==> config.mk <==
export PLATFORM = sky130hd
export DESIGN_NAME = mips_bus_arbiter
export DESIGN_NICKNAME = d
export VERILOG_FILES = /design/src/rtl/mips_bus_arbiter.sv
export SDC_FILE = /design/constraint.sdc
export NUM_CORES = 1
export LEC_CHECK = 0
export ABC_AREA = 1
export CORE_UTILIZATION = 43
export CTS_CLUSTER_SIZE = 30
export DETAILED_ROUTE_END_ITERATION = 8
export GPL_TIMING_DRIVEN = 0
export PLACE_DENSITY = 0.86
export SYNTH_ARGS = -nofsm -noshare
export SYNTH_HDL_FRONTEND = slang
export SYNTH_SLANG_ARGS = --single-unit
==> constraint.sdc <==
create_clock -name clk -period 2.4 [get_ports clk]
set_clock_uncertainty 0.15 [all_clocks]
set_input_delay 0.72 -clock clk [delete_from_list [all_inputs] [get_ports clk]]
set_output_delay 0.72 -clock clk [all_outputs]
set_load 0.03 [all_outputs]
==> src/rtl/mips_bus_arbiter.sv <==
// Round-robin arbiter that puts N_CH requesters onto one Avalon-style
// memory bus. It runs one transfer at a time, with an optional abort
// when the slave stalls for too long.
//
//   state  | meaning
//   -------+-----------------------------------------------------------
//   S_IDLE | no transfer outstanding; grant is combinational from req_valid
//   S_BUS  | latched transfer on the bus, waiting for waitrequest low
module mips_bus_arbiter #(
  parameter int N_CH    = 2,
  parameter int AW      = 32,
  parameter int DW      = 32,
  parameter int TIMEOUT = 0
) (
  input  logic                     clk,
  input  logic                     reset,
  input  logic [N_CH-1:0]          req_valid,
  input  logic [N_CH-1:0]          req_write,
  input  logic [N_CH*AW-1:0]       req_addr,
  input  logic [N_CH*DW-1:0]       req_wdata,
  input  logic [N_CH*(DW/8)-1:0]   req_be,
  output logic [N_CH-1:0]          req_ready,
  output logic [N_CH-1:0]          rsp_valid,
  output logic [DW-1:0]            rsp_rdata,
  output logic                     rsp_err,
  output logic [AW-1:0]            address,
  output logic                     read,
  output logic                     write,
  output logic [DW-1:0]            writedata,
  output logic [DW/8-1:0]          byteenable,
  input  logic                     waitrequest,
  input  logic [DW-1:0]            readdata,
  output logic                     busy
);

  localparam int BE = DW / 8;
  localparam int LW = (N_CH > 1) ? $clog2(N_CH) : 1;
  localparam int CW = (TIMEOUT > 1) ? $clog2(TIMEOUT) : 1;

  typedef enum logic {S_IDLE, S_BUS} state_t;

  state_t          r_state;
  state_t          w_state_nxt;
  logic [LW-1:0]   r_last;
  logic [LW-1:0]   r_gnt;
  logic            r_wr;
  logic [AW-1:0]   r_addr;
  logic [DW-1:0]   r_wdata;
  logic [BE-1:0]   r_be;
  logic [CW-1:0]   r_cnt;
  logic [N_CH-1:0] r_rsp_valid;
  logic            r_rsp_err;
  logic [DW-1:0]   r_rsp_rdata;

  logic            w_found;
  logic [LW-1:0]   w_win;
  logic [LW-1:0]   w_cand;
  int              w_t;
  logic            w_grant;
  logic            w_done;
  logic            w_abort;

  // Rotating-priority search starting just after the last granted channel.
  // With N_CH=1 this always lands on channel 0.
  always_comb begin
    w_found = 1'b0;
    w_win   = '0;
    w_cand  = '0;
    w_t     = 0;
    for (int k = 1; k <= N_CH; k++) begin
      w_t = int'(r_last) + k;
      if (w_t >= N_CH) w_t = w_t - N_CH;
      w_cand = LW'(w_t);
      if (!w_found && req_valid[w_cand]) begin
        w_found = 1'b1;
        w_win   = w_cand;
      end
    end
  end

  assign w_grant = (r_state == S_IDLE) && w_found;
  assign w_done  = (r_state == S_BUS) && !waitrequest;
  // The counter still runs when TIMEOUT is 0, but its compare is disabled.
  assign w_abort = (TIMEOUT > 0) && (r_state == S_BUS) && waitrequest &&
                   (r_cnt == CW'(TIMEOUT - 1));

  // Next-state logic.
  always_comb begin
    w_state_nxt = r_state;
    case (r_state)
      S_IDLE:  if (w_found) w_state_nxt = S_BUS;
      S_BUS:   if (w_done || w_abort) w_state_nxt = S_IDLE;
      default: w_state_nxt = S_IDLE;
    endcase
  end

  // State register.
  always_ff @(posedge clk or negedge reset) begin
    if (!reset) r_state <= S_IDLE;
    else        r_state <= w_state_nxt;
  end

  // Latch the granted request, run the stall counter and form the one-cycle response.
  always_ff @(posedge clk or negedge reset) begin
    if (!reset) begin
      r_last      <= LW'(N_CH - 1);
      r_gnt       <= '0;
      r_wr        <= 1'b0;
      r_addr      <= '0;
      r_wdata     <= '0;
      r_be        <= '0;
      r_cnt       <= '0;
      r_rsp_valid <= '0;
      r_rsp_err   <= 1'b0;
      r_rsp_rdata <= '0;
    end else begin
      r_rsp_valid <= '0;
      r_rsp_err   <= 1'b0;
      r_rsp_rdata <= '0;
      if (w_grant) begin
        r_gnt   <= w_win;
        r_last  <= w_win;
        r_wr    <= req_write[w_win];
        r_addr  <= req_addr[int'(w_win)*AW +: AW];
        r_wdata <= req_wdata[int'(w_win)*DW +: DW];
        r_be    <= req_be[int'(w_win)*BE +: BE];
        r_cnt   <= '0;
      end else if (w_done) begin
        r_rsp_valid <= N_CH'(1) << r_gnt;
        r_rsp_rdata <= r_wr ? '0 : readdata;
      end else if (w_abort) begin
        r_rsp_valid <= N_CH'(1) << r_gnt;
        r_rsp_err   <= 1'b1;
      end else if (r_state == S_BUS && waitrequest) begin
        r_cnt <= r_cnt + 1'b1;
      end
    end
  end

  // Grant is suppressed while reset is held so every output reads 0 in reset.
  assign req_ready  = (reset && w_grant) ? (N_CH'(1) << w_win) : '0;
  assign rsp_valid  = r_rsp_valid;
  assign rsp_err    = r_rsp_err;
  assign rsp_rdata  = r_rsp_rdata;
  assign busy       = (r_state == S_BUS);
  assign read       = busy && !r_wr;
  assign write      = busy && r_wr;
  assign address    = r_addr;
  assign writedata  = busy ? r_wdata : '0;
  assign byteenable = busy ? r_be : '0;

endmodule
# Word-level counts from Yosys, hierarchy flattened
# Index checks and enable logic that the tools add are counted.
# classes
n_shift	5
magnitude_cmp	5
addsub	4
n_reduce_logical	9
bitwise_logic	1
n_mux	23
# op_table
cell	count
32-bit 2-to-1 mux	4
64-bit by 7-bit variable part select with 32-bit output	2
1-bit 2-to-1 mux	14
8-bit by 4-bit variable part select with 4-bit output	1
1-bit logical AND	6
1-bit by 2-bit < comparator with 1-bit output, second input constant	3
2-bit 2-to-1 mux	3
4-bit 2-to-1 mux	1
1-bit by 1-bit << shifter with 2-bit output, first input constant	2
1-bit by 2-bit adder with 3-bit output, second input constant	1
3-bit by 2-bit >= comparator with 1-bit output, second input constant	1
1-bit zero test	3
1-bit by 1-bit adder with 2-bit output, second input constant	1
2-bit >= comparator, second input constant	1
1-bit one-hot mux with 2 select lines	1
1-bit subtractor, second input constant	2
1-bit inverter	1
# word_totals
output_inout_bits	108
elab_cells	56
register_bits	106

# Logic depth before layout (Yosys ltp)
# depth
word_depth	12
ltp_mapped	6
ltp_nobuf	5

# Worst setup path after synthesis
# OpenSTA, ideal clock, no wires.
# synth_timing
path_kind	input to output
from	input port req_valid[1]
to	output port req_ready[0]
path_stages	5
slack_ps	-341
required_ps	1530
arrival_time_ps	1871
path_cell_list	buf_2 > nand2_2 > buf_2 > inv_1 > nor3_1
# synth_between
elab_chain_len	9
# synth_lines
element	line_no	source
start, declared	17	input logic [N_CH-1:0] req_valid,
1-bit 2-to-1 mux (not written as such) (2 in a row)	74	if (!w_found && req_valid[w_cand]) begin
1-bit 2-to-1 mux	74	
1-bit zero test	74	
1-bit logical AND	74	
1-bit 2-to-1 mux	74	
1-bit logical AND	81	assign w_grant = (r_state == S_IDLE) && w_found;
1-bit logical AND	141	assign req_ready = (reset && w_grant) ? (N_CH'(1) << w_win) : '0;
2-bit 2-to-1 mux (*)	141	
end, declared	22	output logic [N_CH-1:0] req_ready,
# Mark *: on every way between the ends. The rest lies on a longest branch, timed or not. The select of a mux whose other input is x is not followed.

# Final worst setup path
# layout_timing
from	register r_state (netlist: busy)
to	output port busy
# layout_rtl
element	line_no	source
start, declared	42	state_t r_state;
start signal, assigned	100	else r_state <= w_state_nxt;
end, declared	33	output logic busy
# No word-level cell between the ends.

==> out/metrics.yaml <==
drt:
  drt-total-wl_um: 18000
  drtAntennaViolNets: 0
  drtPass1Iterations: 4
  viasPerCell: 4.59
  wl_per_cell_um: 14.2
  first_iter_violations: 263
  num_vias: 5805
  drc: 0
floorplan:
  start_util: 0.448
  dieWidth_um: 115
  row_count: 40
  core_area_mm2: 0.0122
  die-area_mm2: 0.0132
  dieHeight_um: 115
  ios: 283
final_layout:
  drive_gt1_frac: 0.0921
  diodes: 0
  final_common_cell: "nand2_1"
  final_cell_mix: "nand2_1, clkdlybuf4s50_1, inv_1, nand3_1, dfrtp_1"
  area_growth_syn_to_layout_pct: 62.4
  layout.nets: 1267
  final_util: 0.728
  final_cell_area_mm2: 0.00889
critical_path:
  path_max_fanout: 5
  cp_slowest_cell: "clkdlybuf4s50_1"
  critical_path_class: "flop to primary output"
  cpLargestDelayFamily: "buffers and inverters"
  required_ns: 1.53
  crit_chain: "clkdlybuf4s50_1"
  crit_buf_inv: 1
  arrival_ns: 1.49
  crit_cells: 1
  cpPeakStageDelay_ns: 0.73
  worstSetupEndpointType: "primary output"
  setup.worst_path.start_class: "flop"
  worstRegToRegCells: 7
sta:
  tightest_slew_ns: 0.516
  slew_viol_final: 0
  slew_headroom: 0.656
  tns_ns: 0
  setup_viol: 0
  rsz0062_at_grt: "yes"
  min_period_ns: 2.36
  whs_ns: 0.0306
  max_freq_ghz: 0.424
  finalHoldViolCount: 0
  fin_crit_sh: 0.984
clocking:
  cts_buffers: 9
  cts_sinks: 106
  cts_root_buf: "clkbuf_16"
  insertion_delay_ns: 0.34
  cts_tree: "yes"
  clk_pin_slew_ns: 0.08
  ctsLongestPathBuffers: 2
  h-tree-depth: 3
synthesis:
  yosys.cell_types.count: 17
  synth_edf_count: 0
  avgSynthCellArea_um2: 6.89
  ys_top_cells_by_area: "dfrtp_1, nand2_1, inv_1"
  synth_seq_cells: 106
  synth_cells: 794
  yosys.area.top_type: "dfrtp_1"
  ys_warn_count: 0
  yosysSeqAreaShare: 0.485
  syn-num-nets: 969
  synthArstFlopShare: 1.00
  syn_area_mm2: 0.00547
  synth_top_area_frac: 0.480
  synth_flop_cell: "dfrtp_1"
place:
  place_area_mm2: 0.00853
  io_buffers: 280
  gp_congestion: 0.807
  hpwlAfterDp_um: 12900
power:
  vdd_ir_drop_max_v: 0.000570
  power_density_mw_per_mm2: 890
  leakagePower_nw: 5.15
  fin_total_pwr_mw: 7.91
run_status:
  status: "completed"
global_routing:
  grt_use_total: 0.281
  antenna_found_initial: 0
  first_global_vias: 5822
  grt_max_degree: 30
  grt_pass1_wl_um: 28300
  grt_overflow: 0
min_path:
  hp-class: "input port to asynchronous set/reset pin"
job:
  maxCapViolations: 0
==> timing repair <==
| action | in CTS | in global routing |
|---|---|---|
| gates resized for setup | 156 | 20 |
| setup endpoints to repair | 41 | 25 |
| cloned | 2 | 2 |
| hold buffers | 0 | 0 |
| pin swaps | 1 | 0 |
| setup buffers | 2 | 1 |
==> cells in the mapped netlist (2+ instances only) <==
cell      number
clkbuf_1       3
nor2_1        36
inv_1        211
o21ai_0        2
buf_1          9
nor2_2         2
buf_2         30
buf_4          2
dfrtp_1      105
nand3_1      138
nand2_2        2
nand2_1      249
==> worst reg2reg max path, delay by kind of cell, from the launching register on <==
kind	cells	cell delay (ns)
AND/OR/NAND/NOR	5	0.45
flip-flops	1	0.56
buffers and inverters	2	0.60
==> registers in the layout, indices dropped and copies added (netlist names) <==
signal / flops
r_be: 4
r_wr: 1
rsp_rdata: 32
rsp_valid: 2
address: 32
busy: 1
r_wdata: 32
r_last: 1
r_gnt: 1
==> per-stage QoR <==
stage,instances,setup slack [ns]
3_3_place_gp,1242,-4.98
2_1_floorplan,794,0.0249
3_5_place_dp,1243,-1.35
5_1_grt,1265,-0.0199
6_report,1265,0.0389
4_1_cts,1262,-0.0943
==> cell families (layout without fill, tap and decap cells) <==
family / count (synthesis) / after routing / synth area share
DFF: 106 / 106 / 0.485
other: 1 / 1 / 0.000685
and+or+nand+nor: 428 / 428 / 0.327
buffers and inverters: 256 / 559 / 0.184
AOI/OAI and AO/OA: 3 / 3 / 0.00343
==> report_power, final <==
group          internal (mW)  total [mW]  switching [mW]
Sequential              2.34        2.64           0.300
Combinational           1.45        3.80            2.35
Clock                  0.754        1.47           0.717
==> path summary, 6_finish.rpt <==
path | to | slack, ns | startpoint
hold / removal | r_wdata[25] | 0.03 | reset
setup / recovery | busy | 0.04 | busy
hold reg to reg | rsp_valid[0] | 0.29 | r_gnt
max in group asynchronous | address[2] | 1.58 | reset
min in group clk | rsp_valid[0] | 0.29 | r_gnt
setup reg to reg | address[24] | 0.55 | r_last
==> layer usage <==
layer  part of all wire  GRT usage  vias up
met5                  0          0        -
met4              0.033      0.119        0
met3              0.077     0.0680       43
met2               0.50      0.501      231
met1               0.39      0.321     2649
li1                   -          -     2882
==> cell type report <==
| type | instances | area (um^2) |
|---|---|---|
| Fill cell | 1002 | 3320 |
| Timing Repair Buffer | 288 | 2850 |
| Sequential cell | 106 | 2660 |
| Multi-Input combinational cell | 432 | 1860 |
| Inverter | 212 | 798 |
| Clock buffer | 10 | 239 |
| Buffer | 43 | 226 |
| Tap cell | 168 | 210 |
| Clock inverter | 6 | 53.8 |
No activity file was read; power rests on OpenSTA's default activity.
